**src/rtl/lab1_idiv_pkg.sv**
```systemverilog
// Shared types and message field offsets for the lab1 iterative divider.
package lab1_idiv_pkg;

  localparam int unsigned NBITS  = 32;
  localparam int unsigned CNT_W  = 6;
  localparam int unsigned IMSG_W = 2 * NBITS + 1;
  localparam int unsigned OMSG_W = 2 * NBITS;

  // istream_msg = {is_signed, dividend a, divisor b}
  localparam int unsigned IMSG_SIGNED = 2 * NBITS;
  localparam int unsigned IMSG_A_LSB  = NBITS;
  localparam int unsigned IMSG_B_LSB  = 0;

  // ostream_msg = {quotient, remainder}
  localparam int unsigned OMSG_Q_LSB = NBITS;
  localparam int unsigned OMSG_R_LSB = 0;

  typedef enum logic [1:0] {
    ST_IDLE = 2'd0,
    ST_CALC = 2'd1,
    ST_FIX  = 2'd2,
    ST_DONE = 2'd3
  } state_e;

  // Control signal bundle produced by the FSM for each state.
  typedef struct packed {
    logic in_rdy;
    logic out_val;
    logic load;
    logic step;
    logic fix;
  } cs_t;

endpackage

```
**src/rtl/lab1_idiv_clz.sv**
```systemverilog
// Combinational leading-zero count; an all-zero input reports NBITS.
module lab1_idiv_clz
  import lab1_idiv_pkg::*;
(
  input  logic [NBITS-1:0] in_val,
  output logic [CNT_W-1:0] clz
);

  // Scan upward so the highest set bit is the last one to write the result.
  always_comb begin
    clz = CNT_W'(NBITS);
    for (int i = 0; i < NBITS; i++) begin
      if (in_val[i]) clz = CNT_W'(NBITS - 1 - i);
    end
  end

endmodule

```
**src/rtl/lab1_idiv_int_div_iter_ctrl.sv**
```systemverilog
// Divider control: IDLE -> (CALC) -> FIX -> DONE sequencing and stream handshakes.
module lab1_idiv_int_div_iter_ctrl
  import lab1_idiv_pkg::*;
(
  input  logic       clk,
  input  logic       reset,
  input  logic       istream_val,
  output logic       istream_rdy,
  output logic       ostream_val,
  input  logic       ostream_rdy,
  input  logic       op_zero,
  input  logic       cnt_last,
  output logic       load_en,
  output logic       step_en,
  output logic       fix_en,
  output logic [1:0] dbg_state
);

  state_e state_q, state_d;
  cs_t    cs;

  // Control table and next-state selection.
  always_comb begin
    state_d = state_q;
    cs      = '0;
    case (state_q)
      ST_IDLE: begin
        cs.in_rdy = 1'b1;
        if (istream_val) begin
          cs.load = 1'b1;
          state_d = op_zero ? ST_FIX : ST_CALC;
        end
      end
      ST_CALC: begin
        cs.step = 1'b1;
        if (cnt_last) state_d = ST_FIX;
      end
      ST_FIX: begin
        cs.fix  = 1'b1;
        state_d = ST_DONE;
      end
      ST_DONE: begin
        cs.out_val = 1'b1;
        if (ostream_rdy) state_d = ST_IDLE;
      end
      default: state_d = ST_IDLE;
    endcase
  end

  // Ready is withheld while reset is asserted even though the state reads IDLE.
  assign istream_rdy = cs.in_rdy & ~reset;
  assign ostream_val = cs.out_val;
  assign load_en     = cs.load & ~reset;
  assign step_en     = cs.step;
  assign fix_en      = cs.fix;
  assign dbg_state   = state_q;

  // State register.
  always_ff @(posedge clk or posedge reset) begin
    if (reset) state_q <= ST_IDLE;
    else       state_q <= state_d;
  end

endmodule

```
**src/rtl/lab1_idiv_int_div_iter_dpath.sv**
```systemverilog
// Divider datapath: operand/sign capture, restoring subtract step, sign fix-up.
module lab1_idiv_int_div_iter_dpath
  import lab1_idiv_pkg::*;
(
  input  logic              clk,
  input  logic              reset,
  input  logic [IMSG_W-1:0] istream_msg,
  output logic [OMSG_W-1:0] ostream_msg,
  input  logic              load_en,
  input  logic              step_en,
  input  logic              fix_en,
  output logic              op_zero,
  output logic              cnt_last
);

  logic             in_signed;
  logic [NBITS-1:0] in_a;
  logic [NBITS-1:0] in_b;
  logic [NBITS-1:0] in_abs_a;
  logic [NBITS-1:0] in_abs_b;
  logic [CNT_W-1:0] in_clz;

  logic [NBITS-1:0] a_q, a_d;
  logic [NBITS-1:0] b_abs_q, b_abs_d;
  logic             b_zero_q, b_zero_d;
  logic             neg_q_q, neg_q_d;
  logic             neg_r_q, neg_r_d;
  logic [NBITS-1:0] quo_q, quo_d;
  logic [NBITS-1:0] rem_q, rem_d;
  logic [CNT_W-1:0] cnt_q, cnt_d;

  logic [NBITS:0]   diff;

  assign in_signed = istream_msg[IMSG_SIGNED];
  assign in_a      = istream_msg[IMSG_A_LSB +: NBITS];
  assign in_b      = istream_msg[IMSG_B_LSB +: NBITS];

  // In unsigned mode the magnitude is the raw operand; 0x80000000 stays as-is
  // when negated, which gives the overflow case its natural result.
  assign in_abs_a = (in_signed && in_a[NBITS-1]) ? (~in_a + NBITS'(1)) : in_a;
  assign in_abs_b = (in_signed && in_b[NBITS-1]) ? (~in_b + NBITS'(1)) : in_b;

  lab1_idiv_clz u_clz (
    .in_val (in_abs_a),
    .clz    (in_clz)
  );

  // Zero operands skip the iteration entirely.
  assign op_zero  = (in_a == '0) || (in_b == '0);
  assign cnt_last = (cnt_q == CNT_W'(1));

  // Trial subtraction; bit NBITS set means the partial remainder was smaller.
  assign diff = {rem_q, quo_q[NBITS-1]} - {1'b0, b_abs_q};

  assign ostream_msg = {quo_q, rem_q};

  // Next-state datapath: load on accept, one restoring step per CALC cycle, sign fix-up.
  always_comb begin
    a_d      = a_q;
    b_abs_d  = b_abs_q;
    b_zero_d = b_zero_q;
    neg_q_d  = neg_q_q;
    neg_r_d  = neg_r_q;
    quo_d    = quo_q;
    rem_d    = rem_q;
    cnt_d    = cnt_q;
    if (load_en) begin
      a_d      = in_a;
      b_abs_d  = in_abs_b;
      b_zero_d = (in_b == '0);
      neg_q_d  = in_signed && (in_a[NBITS-1] ^ in_b[NBITS-1]);
      neg_r_d  = in_signed && in_a[NBITS-1];
      // Pre-align the dividend so its leading one enters the remainder first.
      quo_d    = in_abs_a << in_clz;
      rem_d    = '0;
      cnt_d    = CNT_W'(NBITS) - in_clz;
    end else if (step_en) begin
      if (!diff[NBITS]) begin
        rem_d = diff[NBITS-1:0];
        quo_d = {quo_q[NBITS-2:0], 1'b1};
      end else begin
        rem_d = {rem_q[NBITS-2:0], quo_q[NBITS-1]};
        quo_d = {quo_q[NBITS-2:0], 1'b0};
      end
      cnt_d = cnt_q - CNT_W'(1);
    end else if (fix_en) begin
      if (b_zero_q) begin
        quo_d = '1;
        rem_d = a_q;
      end else begin
        quo_d = neg_q_q ? (~quo_q + NBITS'(1)) : quo_q;
        rem_d = neg_r_q ? (~rem_q + NBITS'(1)) : rem_q;
      end
    end
  end

  // Datapath registers; reset clears everything so an aborted op leaves no trace.
  always_ff @(posedge clk or posedge reset) begin
    if (reset) begin
      a_q      <= '0;
      b_abs_q  <= '0;
      b_zero_q <= 1'b0;
      neg_q_q  <= 1'b0;
      neg_r_q  <= 1'b0;
      quo_q    <= '0;
      rem_q    <= '0;
      cnt_q    <= '0;
    end else begin
      a_q      <= a_d;
      b_abs_q  <= b_abs_d;
      b_zero_q <= b_zero_d;
      neg_q_q  <= neg_q_d;
      neg_r_q  <= neg_r_d;
      quo_q    <= quo_d;
      rem_q    <= rem_d;
      cnt_q    <= cnt_d;
    end
  end

endmodule

```
**src/rtl/lab1_idiv_int_div_iter.sv**
```systemverilog
// Iterative variable-latency integer divider behind val/rdy streams.
// Handshake: a transfer happens on a rising clk edge where val and rdy are both
// high; val must hold its message until accepted, rdy may depend on state only.
// dbg_state is the line trace of the control FSM (0 IDLE, 1 CALC, 2 FIX, 3 DONE).
module lab1_idiv_int_div_iter
  import lab1_idiv_pkg::*;
#(
  parameter int unsigned p_nbits = NBITS
) (
  input  logic                 clk,
  input  logic                 reset,
  input  logic                 istream_val,
  output logic                 istream_rdy,
  input  logic [2*p_nbits:0]   istream_msg,
  output logic                 ostream_val,
  input  logic                 ostream_rdy,
  output logic [2*p_nbits-1:0] ostream_msg,
  output logic [1:0]           dbg_state
);

  logic load_en;
  logic step_en;
  logic fix_en;
  logic op_zero;
  logic cnt_last;

  lab1_idiv_int_div_iter_ctrl  u_ctrl  (.*);
  lab1_idiv_int_div_iter_dpath u_dpath (.*);

endmodule

```
**config.mk**
```make
export PLATFORM = sky130hd
export DESIGN_NAME = lab1_idiv_int_div_iter
export DESIGN_NICKNAME = d
export VERILOG_FILES = /design/src/rtl/lab1_idiv_pkg.sv /design/src/rtl/lab1_idiv_clz.sv /design/src/rtl/lab1_idiv_int_div_iter_ctrl.sv /design/src/rtl/lab1_idiv_int_div_iter_dpath.sv /design/src/rtl/lab1_idiv_int_div_iter.sv
export SDC_FILE = /design/constraint.sdc
export NUM_CORES = 1
export LEC_CHECK = 0
export CORE_MARGIN = 2
export CORE_UTILIZATION = 53
export DETAILED_ROUTE_END_ITERATION = 16
export PLACE_DENSITY = 0.75
export RECOVER_POWER = 100
export SYNTH_ARGS = -nofsm -noshare
export SYNTH_HDL_FRONTEND = slang
export SYNTH_HIERARCHICAL = 1
export SYNTH_SLANG_ARGS = --single-unit
export TNS_END_PERCENT = 1
```
**constraint.sdc**
```tcl
create_clock -name clk -period 7.1 [get_ports clk]
set_input_delay 2.13 -clock clk [delete_from_list [all_inputs] [get_ports clk]]
set_output_delay 2.13 -clock clk [all_outputs]
set_load 0.02 [all_outputs]
```
==> impl_metrics.ini <==
[run_status]
status = finished with violations
violations = max-capacitance violations, max-slew violations

[global_routing]
grt_pass1_vias = 13897
overflow = 0
track_usage = 0.368
grt_max_degree = 102
grt_pass1_wl_um = 76800
antenna_found_initial = 0

[worst_hold_path]
hp-class = flip-flop to flip-flop
worstHoldStart = u_dpath/a_q[31]
whs_path_depth = 1
hold_end = u_dpath/a_q[31]

[sta]
finClkSkew_ps = 12.9
whs_ps = 505
fmax_ghz = 0.145
slew_headroom = -1.66
drv_slew = 229
fin_crit_ps = 6880
fin_crit_sh = 0.969
hold_viol = 0
worstMarginPinSlew_ps = 4000
setup-violations-final = 0
rsz0062_at_grt = false
fin_ws_ps = 219

[logic_synthesis]
syn-num-nets = 1812
synthFlopType = dfrtp_1
synth_edf_count = 0
ys_ff_latch = 139
yosys_warnings = 6
async_reset_ff_frac = 1.00
synth_cell_type_count = 83
ys_seq_area_frac = 0.259
synth_area_um2 = 13400
syn_area_per_cell_um2 = 7.89
postSynthCellCount = 1698

[cells_and_area]
fin_area_um2 = 16300
fin_nets = 1984
final_cell_mix = nor2_1 (160), dfrtp_1 (139), a21oi_1 (136)
stdcell_count = 2213
final.fill_count = 2218
layout_commonest_cell = nor2_1
diodes = 0
areaGrowthSynthToFinish_pct = 21.6
layout-drive-gt1-share = 0.121

[power_and_ir_drop]
p_clk_frac = 0.122
power.leakage_uw = 0.00682
comb_power_share = 0.646
power_per_cell_area_nw_per_um2 = 468
swShare = 0.508
ir_drop_mv = 0.313
p_int_uw = 3750
total_power_uw = 7620
p_switching_uw = 3870
seq_power_share = 0.232

[placed_design]
place_inst = 2181
dp_slack_ps = -50.2
place_congestion = 1.05
io_buffers = 136
hpwl_um = 37100
dpl_cell_area_um2 = 15700

[drt]
first_pass_iters = 6
wl_met3_um = 4080
routed_wirelength_um = 48800
drt.antenna.violating_nets = 0
top_layer = met4
drt_iter0_drc = 1591
vias = 14589
post_drt_wl_per_cell_um = 22.1
wl_met2_um = 23000
drc = 0
drt-met1-wl_um = 19200
vias_per_cell = 6.59

[cts]
cts_tree = done
clkSlewWorstSetupHoldPaths_ps = 70
clk_path_buf_depth = 2
cts-root-buf = clkbuf_16
clock_sinks = 139
htree_levels = 4
holdBufCountCts = 0
clock_latency_ps = 430
cts_buffers = 17

[critical_path]
r2r_slack_ps = 1800
arrival_ps = 7240
cpMostUsedCell = buf_4
crit_chain = clkdlybuf4s50_1, o311ai_0, xnor2_1, inv_1, nor3b_1, nor3_1, o31ai_1, buf_4, o2111ai_1, a221oi_4, buf_4, mux4_2, mux2i_1, nand2_1, and4_1, a211oi_1, o21a_1
regToRegStartpoint = u_ctrl/dbg_state[0]
critPathRequiredTime_ps = 7460
slowest_delay_ps = 750
crit_type = input port to flip-flop
slowest_stage = clkdlybuf4s50_1
critPathCaptureType = flip-flop
timing.rr.end = u_dpath/rem_q[24]
ff2ff_path_depth = 10
critPathBufInv = 4
worstPathMaxFanout = 17
crit_path_start_kind = input port
cp_top_family = buffers and inverters

[die]
boundaryPins = 137
die-area_um2 = 26600
die_y_um = 163
die_width_um = 163
core_um2 = 25000
rows = 58
initial_core_util = 0.535

[job]
cap_violations = 3
==> sequential cells by signal (all words and copies together) (netlist names) <==
register	cells
u_dpath/b_abs_q	32
u_dpath/quo_q	32
u_dpath/cnt_q	6
u_ctrl/dbg_state	2
u_dpath/neg_r_q	1
u_dpath/b_zero_q	1
u_dpath/a_q	32
u_dpath/neg_q_q	1
u_dpath/rem_q	32
==> cell usage after synthesis (all sizes together), types with 13 or more instances <==
cell,number,area (µm²)
ha,44,551
a21oi,136,681
nor3,52,260
mux2,44,499
dfrtp,139,3480
nand3,42,210
xnor2,70,628
a31oi,47,294
or2,13,81.3
nor2,161,604
inv,102,383
and2,19,119
nor4,33,225
nand2,123,462
xor2,44,385
mux4,15,338
buf,29,136
or3,17,106
or4,13,101
clkbuf,70,263
a22oi,19,143
o21ai,124,621
o31ai,18,135
mux2i,67,671
nand2b,24,150
o211ai,20,150
o22ai,18,113
a211oi,13,97.6
==> metal layers <==
metal,vias to the layer above,track usage
met5,-,0
met4,0,0.193
met3,170,0.0609
met2,832,0.610
met1,6984,0.462
li1,6603,-
==> power by group through the flow <==
stage	sequential [µW]	combinational, µW	clock [µW]
after floorplan	1750	3290	0
after global placement	1760	4760	0
after detailed placement	1770	4850	0
after CTS	1760	4880	938
after global routing	1820	5340	970
final	1770	4930	932
==> worst max-delay path by stage <==
stage | startpoint | to | cells after the start
floorplan | istream_msg[32] | u_dpath/quo_q[28] | 19
global placement | istream_msg[51] | u_dpath/quo_q[23] | 20
detailed placement | istream_msg[64] | u_dpath/quo_q[23] | 19
CTS | istream_msg[64] | u_dpath/quo_q[16] | 18
global route | reset | u_dpath/quo_q[19] | 10
finish | istream_msg[64] | u_dpath/quo_q[16] | 17
==> logic make-up (layout without fill, tap and decap cells) <==
| family | after synthesis | after routing | synth area share |
|---|---|---|---|
| and+or+nand+nor | 552 | 552 | 0.203 |
| AOI/OAI and AO/OA | 520 | 520 | 0.249 |
| buffers and inverters | 202 | 387 | 0.0586 |
| DFF | 139 | 139 | 0.259 |
| muxes | 126 | 126 | 0.112 |
| xor gates and xnor gates | 114 | 114 | 0.0756 |
| adders and majority gates | 45 | 45 | 0.0426 |
==> per-stage QoR <==
| step | setup TNS [ps] | utilization |
|---|---|---|
| 6_report | 0 | 0.651 |
| 5_1_grt | 0 | 0.651 |
| 4_1_cts | 0 | 0.652 |
| 3_5_place_dp | -108 | 0.628 |
| 3_3_place_gp | -7.18 | 0.628 |
| 2_1_floorplan | 0 | - |
==> final cells by class <==
class	count	area (µm²)	area share
Multi-Input combinational cell	1357	9170	0.563
Timing Repair Buffer	252	2240	0.137
Inverter	103	387	0.0237
Clock buffer	17	425	0.0261
Clock inverter	15	183	0.0112
Tap cell	330	413	0.0253
Sequential cell	139	3480	0.213
==> repair_timing <==
| action | CTS | global route |
|---|---|---|
| resized for setup | 0 | 1 |
| buffers inserted | 0 | 0 |
| setup endpoints to repair | 0 | 2 |
Note: power is estimated with default switching activity, not from simulation.
